File: config.mk
export PLATFORM = sky130hd
export DESIGN_NAME = vga_sync_gen
export DESIGN_NICKNAME = d
export VERILOG_FILES = /design/src/rtl/vga_sync_gen.sv
export SDC_FILE = /design/constraint.sdc
export NUM_CORES = 1
export LEC_CHECK = 0
export ABC_AREA = 1
export BUFFER_PORTS_ARGS = -buffer_cell sky130_fd_sc_hd__buf_2
export CAP_MARGIN = 15
export CORE_ASPECT_RATIO = 0.75
export CORE_MARGIN = 2
export CORE_UTILIZATION = 50
export DETAILED_ROUTE_END_ITERATION = 8
export HOLD_SLACK_MARGIN = 0.1
export PLACE_DENSITY = 0.71
export SLEW_MARGIN = 20
export SYNTH_ARGS = -nofsm -noshare
export SYNTH_HDL_FRONTEND = slang
export SYNTH_SLANG_ARGS = --single-unit
export TNS_END_PERCENT = 50
File: constraint.sdc
create_clock -name clk -period 1.7 [get_ports clk]
set_input_delay 0.255 -clock clk [delete_from_list [all_inputs] [get_ports clk]]
set_output_delay 0.255 -clock clk [all_outputs]
set_load 0.01 [all_outputs]
File: src/rtl/vga_sync_gen.sv
// VGA sync generator: column/row counters, active-low syncs, active flag, frame strobe.
// Optional macro VGA_SYNC_DELAY_EN delays hsync/vsync by SYNC_DELAY enabled steps.
module vga_sync_gen #(
  parameter int TOTAL_COLS    = 800,
  parameter int TOTAL_ROWS    = 525,
  parameter int ACTIVE_COLS   = 640,
  parameter int ACTIVE_ROWS   = 480,
  parameter int H_FRONT_PORCH = 16,
  parameter int H_SYNC_WIDTH  = 96,
  parameter int V_FRONT_PORCH = 10,
  parameter int V_SYNC_WIDTH  = 2,
  parameter int SYNC_DELAY    = 2,
  localparam int CW = $clog2(TOTAL_COLS),
  localparam int RW = $clog2(TOTAL_ROWS)
) (
  input  logic          clk,
  input  logic          i_rst_n,
  input  logic          i_pix_en,
  output logic          o_hsync,
  output logic          o_vsync,
  output logic [CW-1:0] o_col,
  output logic [RW-1:0] o_row,
  output logic          o_active,
  output logic          o_frame_start
);

  // One spare bit so sync end values equal to TOTAL still compare correctly.
  localparam logic [CW-1:0] COL_MAX = CW'(TOTAL_COLS - 1);
  localparam logic [RW-1:0] ROW_MAX = RW'(TOTAL_ROWS - 1);
  localparam logic [CW:0] ACT_C  = (CW+1)'(ACTIVE_COLS);
  localparam logic [RW:0] ACT_R  = (RW+1)'(ACTIVE_ROWS);
  localparam logic [CW:0] HS_BEG = (CW+1)'(ACTIVE_COLS + H_FRONT_PORCH);
  localparam logic [CW:0] HS_END =
    (CW+1)'(ACTIVE_COLS + H_FRONT_PORCH + H_SYNC_WIDTH);
  localparam logic [RW:0] VS_BEG = (RW+1)'(ACTIVE_ROWS + V_FRONT_PORCH);
  localparam logic [RW:0] VS_END =
    (RW+1)'(ACTIVE_ROWS + V_FRONT_PORCH + V_SYNC_WIDTH);

  if (ACTIVE_COLS + H_FRONT_PORCH + H_SYNC_WIDTH > TOTAL_COLS) begin : g_bad_h
    $error("vga_sync_gen: horizontal timing exceeds TOTAL_COLS");
  end
  if (ACTIVE_ROWS + V_FRONT_PORCH + V_SYNC_WIDTH > TOTAL_ROWS) begin : g_bad_v
    $error("vga_sync_gen: vertical timing exceeds TOTAL_ROWS");
  end
  if (SYNC_DELAY < 1) begin : g_bad_d
    $error("vga_sync_gen: SYNC_DELAY must be at least 1");
  end

  logic [CW-1:0] r_col;
  logic [RW-1:0] r_row;
  logic          r_hs;
  logic          r_vs;
  logic          r_act;
  logic          r_fs;

  logic [CW-1:0] w_col_nxt;
  logic [RW-1:0] w_row_nxt;
  logic [CW:0]   w_col_x;
  logic [RW:0]   w_row_x;
  logic          w_hs_nxt;
  logic          w_vs_nxt;
  logic          w_act_nxt;
  logic          w_fs_nxt;

  // Next position and the flags that describe it.
  always_comb begin
    w_col_nxt = r_col + CW'(1);
    w_row_nxt = r_row;
    if (r_col == COL_MAX) begin
      w_col_nxt = '0;
      w_row_nxt = (r_row == ROW_MAX) ? '0 : r_row + RW'(1);
    end
    w_col_x   = {1'b0, w_col_nxt};
    w_row_x   = {1'b0, w_row_nxt};
    w_hs_nxt  = !((w_col_x >= HS_BEG) && (w_col_x < HS_END));
    w_vs_nxt  = !((w_row_x >= VS_BEG) && (w_row_x < VS_END));
    w_act_nxt = (w_col_x < ACT_C) && (w_row_x < ACT_R);
    w_fs_nxt  = (w_col_nxt == '0) && (w_row_nxt == '0);
  end

  // Position and flags advance together on enabled steps.
  always_ff @(posedge clk or negedge i_rst_n) begin
    if (!i_rst_n) begin
      r_col <= '0;
      r_row <= '0;
      r_hs  <= 1'b1;
      r_vs  <= 1'b1;
      r_act <= 1'b0;
      r_fs  <= 1'b0;
    end else if (i_pix_en) begin
      r_col <= w_col_nxt;
      r_row <= w_row_nxt;
      r_hs  <= w_hs_nxt;
      r_vs  <= w_vs_nxt;
      r_act <= w_act_nxt;
      r_fs  <= w_fs_nxt;
    end else begin
      r_fs  <= 1'b0;
    end
  end

`ifdef VGA_SYNC_DELAY_EN
  logic [SYNC_DELAY-1:0] r_hs_dly;
  logic [SYNC_DELAY-1:0] r_vs_dly;

  // Sync shift registers so syncs line up with the downstream pixel pipe.
  always_ff @(posedge clk or negedge i_rst_n) begin
    if (!i_rst_n) begin
      r_hs_dly <= '1;
      r_vs_dly <= '1;
    end else if (i_pix_en) begin
      r_hs_dly[0] <= r_hs;
      r_vs_dly[0] <= r_vs;
      for (int i = 1; i < SYNC_DELAY; i++) begin
        r_hs_dly[i] <= r_hs_dly[i-1];
        r_vs_dly[i] <= r_vs_dly[i-1];
      end
    end
  end

  assign o_hsync = r_hs_dly[SYNC_DELAY-1];
  assign o_vsync = r_vs_dly[SYNC_DELAY-1];
`else
  assign o_hsync = r_hs;
  assign o_vsync = r_vs;
`endif

  assign o_col         = r_col;
  assign o_row         = r_row;
  assign o_active      = r_act;
  assign o_frame_start = r_fs;

endmodule

==> qor.csv, run 1 <==
stage;metric;value;unit
status;status;finished, violations left;
status;violated checks;negative setup slack;
yosys;Seq/Total Area, Yosys;35.7;%
route;highest routed layer;met4;
cts;clock root cell;clkbuf_8;
floorplanning;num ports;27;
cts;H-tree lvl count;1;
power_and_ir_drop;pwr/cell area;971;mW/mm^2
yosys;Post-Syn Nets;267;
placement;dpl cells;355;
worst_setup_path;endpoint class of the critical path;flop;
finish;ant diodes;0;
cts;CTS tree;done;
floorplanning;die width;71.1;microns
job;max-cap viol count;0;
route;First-pass DRT Iterations;4;
finish;Layout Nets;331;
floorplanning;die area;0.00386;sq mm
route;met1 WL;2.28;mm
route;wirelength, routed;4.61;mm
worst_setup_path;crit start category;flop;
sta;RSZ-0062 raised after global routing;yes;
yosys;asr flop ratio synth;100;%
power_and_ir_drop;Seq pwr share;36.5;%
grt;global-route congestion overflow total;0;
yosys;top-count cell post-synth;nand2_1;
yosys;Synth top cells by count;nand2_1 (97), inv_1 (33), nor2_1 (28), dfrtp_1 (22), o21ai_0 (21);
power_and_ir_drop;Pleak;1.22;nW
placement;placed cell areas;0.00210;sq mm
worst_setup_path;critical path class;flop to flop;
power_and_ir_drop;Combinational Power Share;47.7;%
worst_setup_path;slowest stage delay, CP;0.40;ns
worst_setup_path;Reg2Reg Setup Slack;-0.04;ns
yosys;Post-synth EDFFs;0;
worst_setup_path;Crit-path slowest cell;dfrtp_2;
yosys;ranking of synthesized cells by area;dfrtp_1 (33%), nand2_1 (22%), inv_1 (7.3%), nor2_1 (6.2%), o21ai_0 (6.2%);
yosys;synthesized area per cell;6.50;sq um
route;Post-DRT Antenna Nets;0;
route;via count;1868;
power_and_ir_drop;P_sw;0.000927;W
yosys;area leader, netlist;dfrtp_1;
placement;PortBufs;26;
sta;transition time of the tightest slew-check pin;0.549;ns
route;Post-route DRC;0;
route;Wirelength per Cell;12.7;microns
cts;CTS buffer count;3;
cts;Clock transition at path regs;0.09;ns
yosys;Synth Flop Type;dfrtp_1;
cts;# clock sinks;24;
floorplanning;Die Y;54.3;microns
sta;ratio of final minimum period to clock period;102;%
worst_setup_path;Setup crit start;o_col[0];
route;metal2 WL;2.00;mm
yosys;synth warn;0;
min_path;worst hold path class;input port to flop;
route;post-DR vias/cell;5.15;
cts;Longest Clk Path Bufs;2;
sta;Hold Vio Cnt, Final;0;
worst_setup_path;crit-path cells;ha_4, nand4_1, nor2_2, buf_6, nand3_1, nand2_1, buf_4, nand2_1, nor2_1, nand3_1, nor2_1;
finish;Non-Filler Instances;363;
sta;skew final;0.0139;ns
sta;Hold WS;0.330;ns
worst_setup_path;R2R Path Start;o_col[0];
sta;max-slew violations;0;
yosys;synthesized cell area;0.00169;sq mm
placement;gpl congestion;0.975;
route;DRT iter0 DRCs;124;
worst_setup_path;crit-path max FO;5;
power_and_ir_drop;Sw Share;41.7;%
floorplanning;core area;0.00327;sq mm
floorplanning;Rows;18;
sta;Max Clk Rate;576;MHz
power_and_ir_drop;Peak VDD IR;0.682;mV
route;DR WL met3;302;microns
yosys;Synth Register Bits;24;
sta;Tmin final;1.74;ns
power_and_ir_drop;Tot Pwr;0.00222;W
power_and_ir_drop;internal power;0.00130;W
grt;vias in the first global route;1613;
grt;initial antenna violation count;0;
worst_setup_path;worst-case reg-to-reg path depth;11;
yosys;count of distinct cell types in the synthesized netlist;22;
sta;setup slack after layout;-0.0360;ns
worst_setup_path;CP required;1.91;ns
worst_setup_path;Worst setup endpoint;o_frame_start;
yosys;top cell type's share of synthesized area;32.6;%
sta;# setup viols final;3;
grt;GRT Overall Usage;25.3;%
worst_setup_path;Worst Path Arrival;1.95;ns
finish;synthesis-to-layout area growth;35.6;%
yosys;gate count after technology mapping;260;
grt;largest net degree at the start of global routing;25;
grt;first-pass GRT wire length;7.45;mm
placement;DP Wirelength;3.44;mm
finish;post-route design area;0.00229;sq mm
sta;slew margin rel.;63.4;%
power_and_ir_drop;Clock Power Share;15.8;%
cts;worst skew pair latency;0.27;ns
finish;share of layout cells above drive strength 1;33.1;%
worst_setup_path;Reg-to-Reg End;o_frame_start;
floorplanning;Initial Utilization;51.7;%
==> worst min-delay path by stage <==
stage,startpoint,end,depth (start not counted)
5_1_grt,i_pix_en,o_col[1],3
4_1_cts,i_pix_en,o_col[1],3
3_5_place_dp,i_rst_n,o_row[6],1
6_report,i_pix_en,o_col[1],3
2_1_floorplan,i_rst_n,o_active,0
3_3_place_gp,i_rst_n,o_col[2],1
==> layer usage <==
layer | global-route usage [%] | up-vias
met4 | 2.83 | 0
met1 | 36.1 | 856
met5 | 0 | -
li1 | - | 943
met3 | 4.97 | 4
met2 | 41.6 | 65
==> power groups by stage <==
stage	Sequential, W	Clock [W]	Combinational, W
after global placement	0.000805	0	0.000964
after global routing	0.000830	0.000392	0.00120
after CTS	0.000803	0.000366	0.000996
final	0.000812	0.000352	0.00106
after detailed placement	0.000809	0	0.000975
after floorplan	0.000907	0	0.000431
==> final cells by class <==
class | count | area (sq um)
multi-input cells | 197 | 1030
repair buffers | 65 | 433
flip-flops and latches | 24 | 608
inverters | 33 | 124
fillers | 293 | 975
clock buffers | 4 | 45.0
well taps | 40 | 50.0
==> metrics by stage <==
stage | TNS, ns | worst slack, ns | utilization (%)
floorplan | 0 | 0.0143 | -
global placement | -0.0158 | -0.0158 | 64.2
detailed placement | -0.0620 | -0.0317 | 64.2
CTS | -0.0154 | -0.0154 | 66.6
global route | -0.325 | -0.120 | 70.2
finish | -0.0683 | -0.0360 | 70.2
==> logic make-up after synthesis <==
family	Yosys count	share of synthesized area, %
AOI/OAI and AO/OA	25	7.56
and+or+nand+nor	167	43.5
xor gates and xnor gates	1	0.519
DFF	24	35.7
buffers and inverters	39	9.78
adders and majority gates	4	2.96
==> layout by cell type, fill, tap and decap left out, drive strengths merged <==
cell type	Yosys	layout
buf	3	64
dfrtp	22	22
dfstp	2	2
nand3	22	22
nor2	32	32
inv	33	33
nand3b	2	2
o21a	1	1
dlygate4sd3	0	1
nor3	1	1
xor2	1	1
nand4	9	9
o21ai	21	21
ha	4	4
a21oi	3	3
clkbuf	3	4
nand2	101	101
==> worst max-delay path, delay by kind of cell, from the launching register on <==
kind	cells	cell delay, ns
AND/OR/NAND/NOR	8	0.86
buffers and inverters	2	0.27
adder cells (fa/ha/maj)	1	0.15
flip-flops	1	0.40
==> sequential cells by signal (all words and copies together) (netlist names) <==
| signal | cells |
|---|---|
| o_hsync | 1 |
| o_frame_start | 1 |
| o_col | 10 |
| o_active | 1 |
| o_vsync | 1 |
| o_row | 10 |
==> what timing repair did <==
action | in CTS | in global routing
pin swaps | 2 | 17
hold buffers | 1 | 0
resized for setup | 5 | 31
hold endpoints to repair | 22 | 0
setup endpoints to repair | 3 | 7
setup buffers | 0 | 2
cloned | 0 | 1
No activity file was read; power rests on OpenSTA's default activity.
==> run 2: changes to the inputs <==
ABC_AREA = 0   (was 1)
PLACE_DENSITY = 0.68   (was 0.71)
RECOVER_POWER = 100   (was default)
clock period = 1.9 ns   (was 1.7 ns; I/O delays follow)
==> run 2 against run 1 <==
Net effect: the flow still finishes with violations (negative setup slack); flip-flop and latch count stayed put; first-iteration DRC count is 65% higher; register-to-register slack worse by 0.14 ns; critical path type unchanged; global-route usage is 0.63 points lower.
==> qor.csv, run 2 <==
stage;metric;value;unit
status;status;finished, violations left;
status;violated checks;negative setup slack;
finish;share of layout cells above drive strength 1;40.1;%
grt;first-pass GRT wire length;7.46;mm
cts;Longest Clk Path Bufs;2;
finish;most frequent cells in the layout;buf_4 (43), buf_2 (22), dfrtp_1 (18);
cts;Clock transition at path regs;0.09;ns
yosys;synth warn;0;
finish;Fill cells;265;
route;wirelength, routed;4.82;mm
route;Post-route DRC;0;
yosys;gate count after technology mapping;197;
finish;post-route design area;0.00229;sq mm
finish;area of the multi-input gates;0.00109;sq mm
route;Post-DRT Antenna Nets;0;
power_and_ir_drop;Peak VDD IR;0.666;mV
worst_setup_path;CP required;2.07;ns
yosys;asr flop ratio synth;100;%
floorplanning;die width;72.0;microns
yosys;top-count cell post-synth;dfrtp_1;
power_and_ir_drop;Pleak;0.979;nW
min_path;worst hold path class;input port to flop;
finish;synthesis-to-layout area growth;32.1;%
grt;global-route congestion overflow total;0;
floorplanning;Initial Utilization;52.3;%
route;Wirelength per Cell;16.2;microns
cts;clock root cell;clkbuf_8;
route;DRT iter0 DRCs;205;
sta;# setup viols final;3;
floorplanning;Die Y;55.0;microns
finish;Layout Nets;265;
placement;Worst Setup Slack post-DPL;-0.0588;ns
grt;GRT Overall Usage;24.6;%
yosys;top cell type's share of synthesized area;31.8;%
cts;H-tree lvl count;1;
placement;gpl congestion;0.934;
worst_setup_path;critical path class;flop to flop;
sta;Hold WS;0.367;ns
finish;most common cell after layout, fill and taps aside;buf_4;
yosys;Synth top cells by count;dfrtp_1 (22), nand2_1 (15), nor2_1 (15), nand3_1 (14), o21ai_0 (12);
floorplanning;Rows;18;
power_and_ir_drop;pwr/cell area;1020;mW/mm^2
cts;# clock sinks;24;
finish;FF/Latch Area;608;sq um
worst_setup_path;Worst Path Arrival;2.25;ns
job;max-cap viol count;0;
sta;skew final;0.0105;ns
sta;setup slack after layout;-0.172;ns
sta;transition time of the tightest slew-check pin;0.609;ns
yosys;count of distinct cell types in the synthesized netlist;56;
yosys;ranking of synthesized cells by area;dfrtp_1 (32%), xnor2_1 (4.5%), nand3_1 (4.0%), xor2_1 (3.5%), o21ai_0 (3.5%);
yosys;Synth Register Bits;24;
cts;CTS buffer count;3;
sta;max-slew violations;0;
floorplanning;core area;0.00331;sq mm
yosys;area leader, netlist;dfrtp_1;
worst_setup_path;crit-path max FO;7;
placement;placed cell areas;0.00214;sq mm
placement;PortBufs;26;
sta;Tmin final;2.07;ns
worst_setup_path;crit start category;flop;
route;First-pass DRT Iterations;5;
sta;RSZ-0062 raised after global routing;yes;
floorplanning;die area;0.00396;sq mm
grt;initial antenna violation count;0;
yosys;Synth Flop Type;dfrtp_1;
yosys;synthesized area per cell;8.80;sq um
yosys;Post-synth EDFFs;0;
grt;vias in the first global route;1525;
cts;CTS tree;done;
yosys;Post-Syn Nets;204;
placement;DP Wirelength;3.55;mm
sta;Max Clk Rate;483;MHz
floorplanning;num ports;27;
worst_setup_path;endpoint class of the critical path;flop;
yosys;synthesized cell area;0.00173;sq mm
sta;slew margin rel.;59.4;%
yosys;Seq/Total Area, Yosys;34.8;%
sta;Fin Setup TNS;-0.383;ns
finish;ant diodes;0;
sta;Hold Vio Cnt, Final;0;
grt;largest net degree at the start of global routing;25;
cts;worst skew pair latency;0.27;ns
sta;ratio of final minimum period to clock period;109;%
route;via count;1774;
route;post-DR vias/cell;5.97;
run 2: cell count changes after synthesis, sizes merged, moves of 4 or more:
cell	change
inv	-26
nand3	-8
xnor2	+9
a31oi	+4
nand2	-86
nor3	+6
o21ai	-6
xor2	+6
nand4	-4
nor4	+4
o31ai	+4
buf	+6
a21oi	+8
nor2	-17
run 2: path summary, 6_finish.rpt:
check | from | slack, ns | cells past startpoint | to
setup / recovery | o_col[6] | -0.17 | 6 | o_frame_start
hold / removal | i_pix_en | 0.37 | 3 | o_row[2]
setup reg to reg | o_col[6] | -0.17 | 6 | o_frame_start
hold reg to reg | o_hsync | 0.53 | 2 | o_hsync
max in group asynchronous | i_rst_n | 0.92 | 2 | o_col[0]
min in group asynchronous | i_rst_n | 0.54 | 2 | o_row[3]
run 2: kinds of logic after synthesis:
logic type | synth area share (%)
DFF | 34.8
buffers and inverters | 6.79
and+or+nand+nor | 25.3
xor gates and xnor gates | 8.09
adders and majority gates | 2.89
AOI/OAI and AO/OA | 20.9
muxes | 1.23
run 2: power by group:
part	switching [W]	internal [W]	total, W
combinational	0.000688	0.000596	0.00128
sequential	0.0000986	0.000620	0.000718
clock	0.000175	0.000150	0.000326
run 2: worst max-delay path, stage by stage, from the launching register on:
cell and delay, ns:
dfrtp_1 0.39, or2_4 0.27, or3_4 0.44, or2_4 0.26
xor2_1 0.14, nand4_1 0.14, nor4_2 0.33
run 2: timing repair:
action / in CTS / in global routing
buffers inserted: 0 / 6
gates resized for setup: 3 / 12
hold buffers: 1 / 0
endpoints found under the hold margin: 22 / 0
pin swaps: 1 / 9
endpoints found under the setup margin: 3 / 9
run 2: layout make-up:
| cell class | count | area share, % |
|---|---|---|
| Timing Repair Buffer | 71 | 20.5 |
| Inverter | 7 | 1.15 |
| Multi-Input combinational cell | 151 | 47.6 |
| Tap cell | 40 | 2.19 |
| Clock buffer | 4 | 1.97 |
| Sequential cell | 24 | 26.6 |
run 2: routing by layer:
metal | vias up | global-route usage [%] | part of all wire, %
met5 | - | 0 | 0
met4 | 0 | 5.97 | 1.0
met3 | 8 | 5.07 | 8.1
met2 | 86 | 35.3 | 43
met1 | 844 | 37.6 | 48
li1 | 836 | - | -
run 2: per-stage QoR:
step	instances	power, W	util, %
finish	297	0.00233	69.2
global route	297	0.00249	69.2
CTS	291	0.00226	66.6
detailed placement	286	0.00193	64.7
global placement	286	0.00189	64.7
floorplan	197	0.00148	-
==> run 3: changes to the inputs <==
ABC_AREA = 1   (was 0)
ABC_CLOCK_PERIOD_IN_PS = 1900   (was default)
==> run 3 against run 2 <==
Net effect: the flow now finishes without violations; count of clock-buffer cells in the layout is the same; non-clock buffer count fell by 32; hold slack better by 0.073 ns; setup slack improved by 0.31 ns; global-route usage shrank 1.7 points; combinational power shrank 41%; fmax is 18% higher; first-iteration DRC count is 7.8% lower; largest cell class unchanged; largest power group is now registers; highest routed layer is now met3.
==> qor.csv, run 3 (synthesized netlist as in run 1, its figures left out) <==
stage;metric;value;unit
power_and_ir_drop;Pleak;1.10;nW
finish;share of layout cells above drive strength 1;22.6;%
route;Post-DRT Antenna Nets;0;
finish;Layout Nets;305;
worst_setup_path;worst-case reg-to-reg path depth;10;
min_path;cell count of the worst hold path;3;
job;max-cap viol count;0;
sta;slew margin rel.;64.4;%
route;wirelength, routed;4.32;mm
worst_setup_path;critical path class;flop to flop;
sta;ratio of final minimum period to clock period;92.7;%
worst_setup_path;Worst Path Arrival;1.92;ns
min_path;min-delay src;i_pix_en;
finish;ant diodes;0;
cts;CTS tree;done;
floorplanning;die width;71.1;microns
worst_setup_path;CP required;2.06;ns
power_and_ir_drop;Peak VDD IR;0.522;mV
grt;vias in the first global route;1399;
sta;transition time of the tightest slew-check pin;0.534;ns
sta;# setup viols final;0;
cts;Clock transition at path regs;0.08;ns
route;metal2 WL;1.80;mm
min_path;worst hold path class;input port to flop;
sta;Max Clk Rate;568;MHz
sta;Tmin final;1.76;ns
sta;Hold Vio Cnt, Final;0;
route;via count;1763;
worst_setup_path;Reg2Reg Setup Slack;0.14;ns
worst_setup_path;Setup crit start;o_col[0];
route;highest routed layer;met3;
worst_setup_path;crit-path cells;ha_4, nand3_2, nor2_4, nand2_4, o21ai_0, nand2_1, nor2_2, nand3b_4, nand3_1, nand2_1;
placement;PortBufs;26;
worst_setup_path;slowest stage delay, CP;0.41;ns
placement;placed cell areas;0.00192;sq mm
grt;first-pass GRT wire length;6.78;mm
floorplanning;num ports;27;
finish;most frequent cells in the layout;nand2_1 (97), inv_1 (32), buf_2 (24);
power_and_ir_drop;pwr/cell area;909;mW/mm^2
sta;setup slack after layout;0.140;ns
worst_setup_path;Crit path top cell by count;nand2_1;
floorplanning;die area;0.00386;sq mm
placement;DP Wirelength;3.13;mm
route;Wirelength per Cell;12.8;microns
grt;largest net degree at the start of global routing;25;
sta;skew final;0.00349;ns
worst_setup_path;crit-path max FO;6;
worst_setup_path;Worst path top cell family by delay;simple AND/OR/NAND/NOR gates;
route;post-DR vias/cell;5.23;
floorplanning;Rows;18;
power_and_ir_drop;Tot Pwr;0.00187;W
placement;Worst Setup Slack post-DPL;0.0496;ns
status;status;completed;
worst_setup_path;crit start category;flop;
route;First-pass DRT Iterations;5;
placement;gpl congestion;0.882;
grt;GRT Overall Usage;22.9;%
grt;global-route congestion overflow total;0;
sta;max-slew violations;0;
finish;Fill cells;315;
finish;synthesis-to-layout area growth;21.7;%
finish;post-route design area;0.00206;sq mm
cts;worst skew pair latency;0.26;ns
floorplanning;Initial Utilization;51.7;%
floorplanning;core area;0.00327;sq mm
route;DR WL met3;235;microns
cts;CTS buffer count;3;
worst_setup_path;Reg-to-Reg End;o_active;
route;Post-route DRC;0;
cts;clock root cell;clkbuf_8;
route;DRT iter0 DRCs;189;
worst_setup_path;endpoint class of the critical path;flop;
finish;most common cell after layout, fill and taps aside;nand2_1;
route;met1 WL;2.29;mm
min_path;hold worst-path end;o_col[1];
grt;initial antenna violation count;0;
floorplanning;Die Y;54.3;microns
cts;Longest Clk Path Bufs;2;
worst_setup_path;R2R Path Start;o_col[0];
cts;H-tree lvl count;1;
cts;# clock sinks;24;
worst_setup_path;Crit-path slowest cell;dfrtp_1;
worst_setup_path;CP Buf/Inv Count;0;
-- run 3: cell count changes in the layout (fill, tap and decap cells not counted), moves of 5 or more --
cell     delta
inv_1      +27
nand2_1    +83
nor2_2      +8
o21ai_0    +11
xnor2_1     -9
xor2_1      -6
a21oi_1     -8
nand3_1     +5
nor2_1      +7
buf_4      -32
-- run 3: worst register-to-register path: stages, from the launching register on --
cell	delay (ns)
dfrtp_1	0.41
ha_4	0.18
nand3_2	0.11
nor2_4	0.18
nand2_4	0.10
o21ai_0	0.18
nand2_1	0.12
nor2_2	0.17
nand3b_4	0.09
nand3_1	0.07
nand2_1	0.05
-- run 3: metal layers --
layer	GRT usage (%)	vias up
li1	-	902
met2	32.4	71
met4	3.14	0
met5	0	-
met3	4.60	0
met1	36.5	790
-- run 3: cell type report --
type / instances / area [sq um] / share of cell area [%]
Multi-Input combinational cell: 197 / 981 / 47.7
Sequential cell: 24 / 606 / 29.5
Timing Repair Buffer: 39 / 240 / 11.7
Inverter: 33 / 124 / 6.03
Clock buffer: 4 / 55.1 / 2.68
Tap cell: 40 / 50.0 / 2.43
-- run 3: power by group --
group / internal [W] / total, W / switching [W] / leakage (nW)
sequential: 0.000614 / 0.000771 / 0.000156 / 0.300
combinational: 0.000285 / 0.000757 / 0.000471 / 0.767
clock: 0.000185 / 0.000342 / 0.000157 / 0.0288
-- run 3: through the flow --
step / instances / utilization [%] / hold slack [ns] / setup TNS, ns
2_1_floorplan: 260 / - / -0.0106 / 0
3_3_place_gp: 330 / 58.7 / 0.306 / 0
3_5_place_dp: 330 / 58.7 / 0.314 / 0
4_1_cts: 335 / 60.7 / 0.430 / 0
5_1_grt: 337 / 63.0 / 0.459 / -0.0379
6_report: 337 / 63.0 / 0.440 / 0
-- run 3: repair_timing --
item / CTS / global route
endpoints found under the hold margin: 22 / 0
setup buffers: 0 / 2
hold buffers: 1 / 0
setup endpoints to repair: 0 / 6
gates resized for setup: 0 / 19
-- run 3: worst max path at each step --
| stage | to | cells past startpoint |
|---|---|---|
| global route | o_vsync | 13 |
| finish | o_active | 10 |
| global placement | o_vsync | 12 |
| floorplan | o_active | 12 |
| detailed placement | o_active | 12 |
| CTS | o_active | 12 |
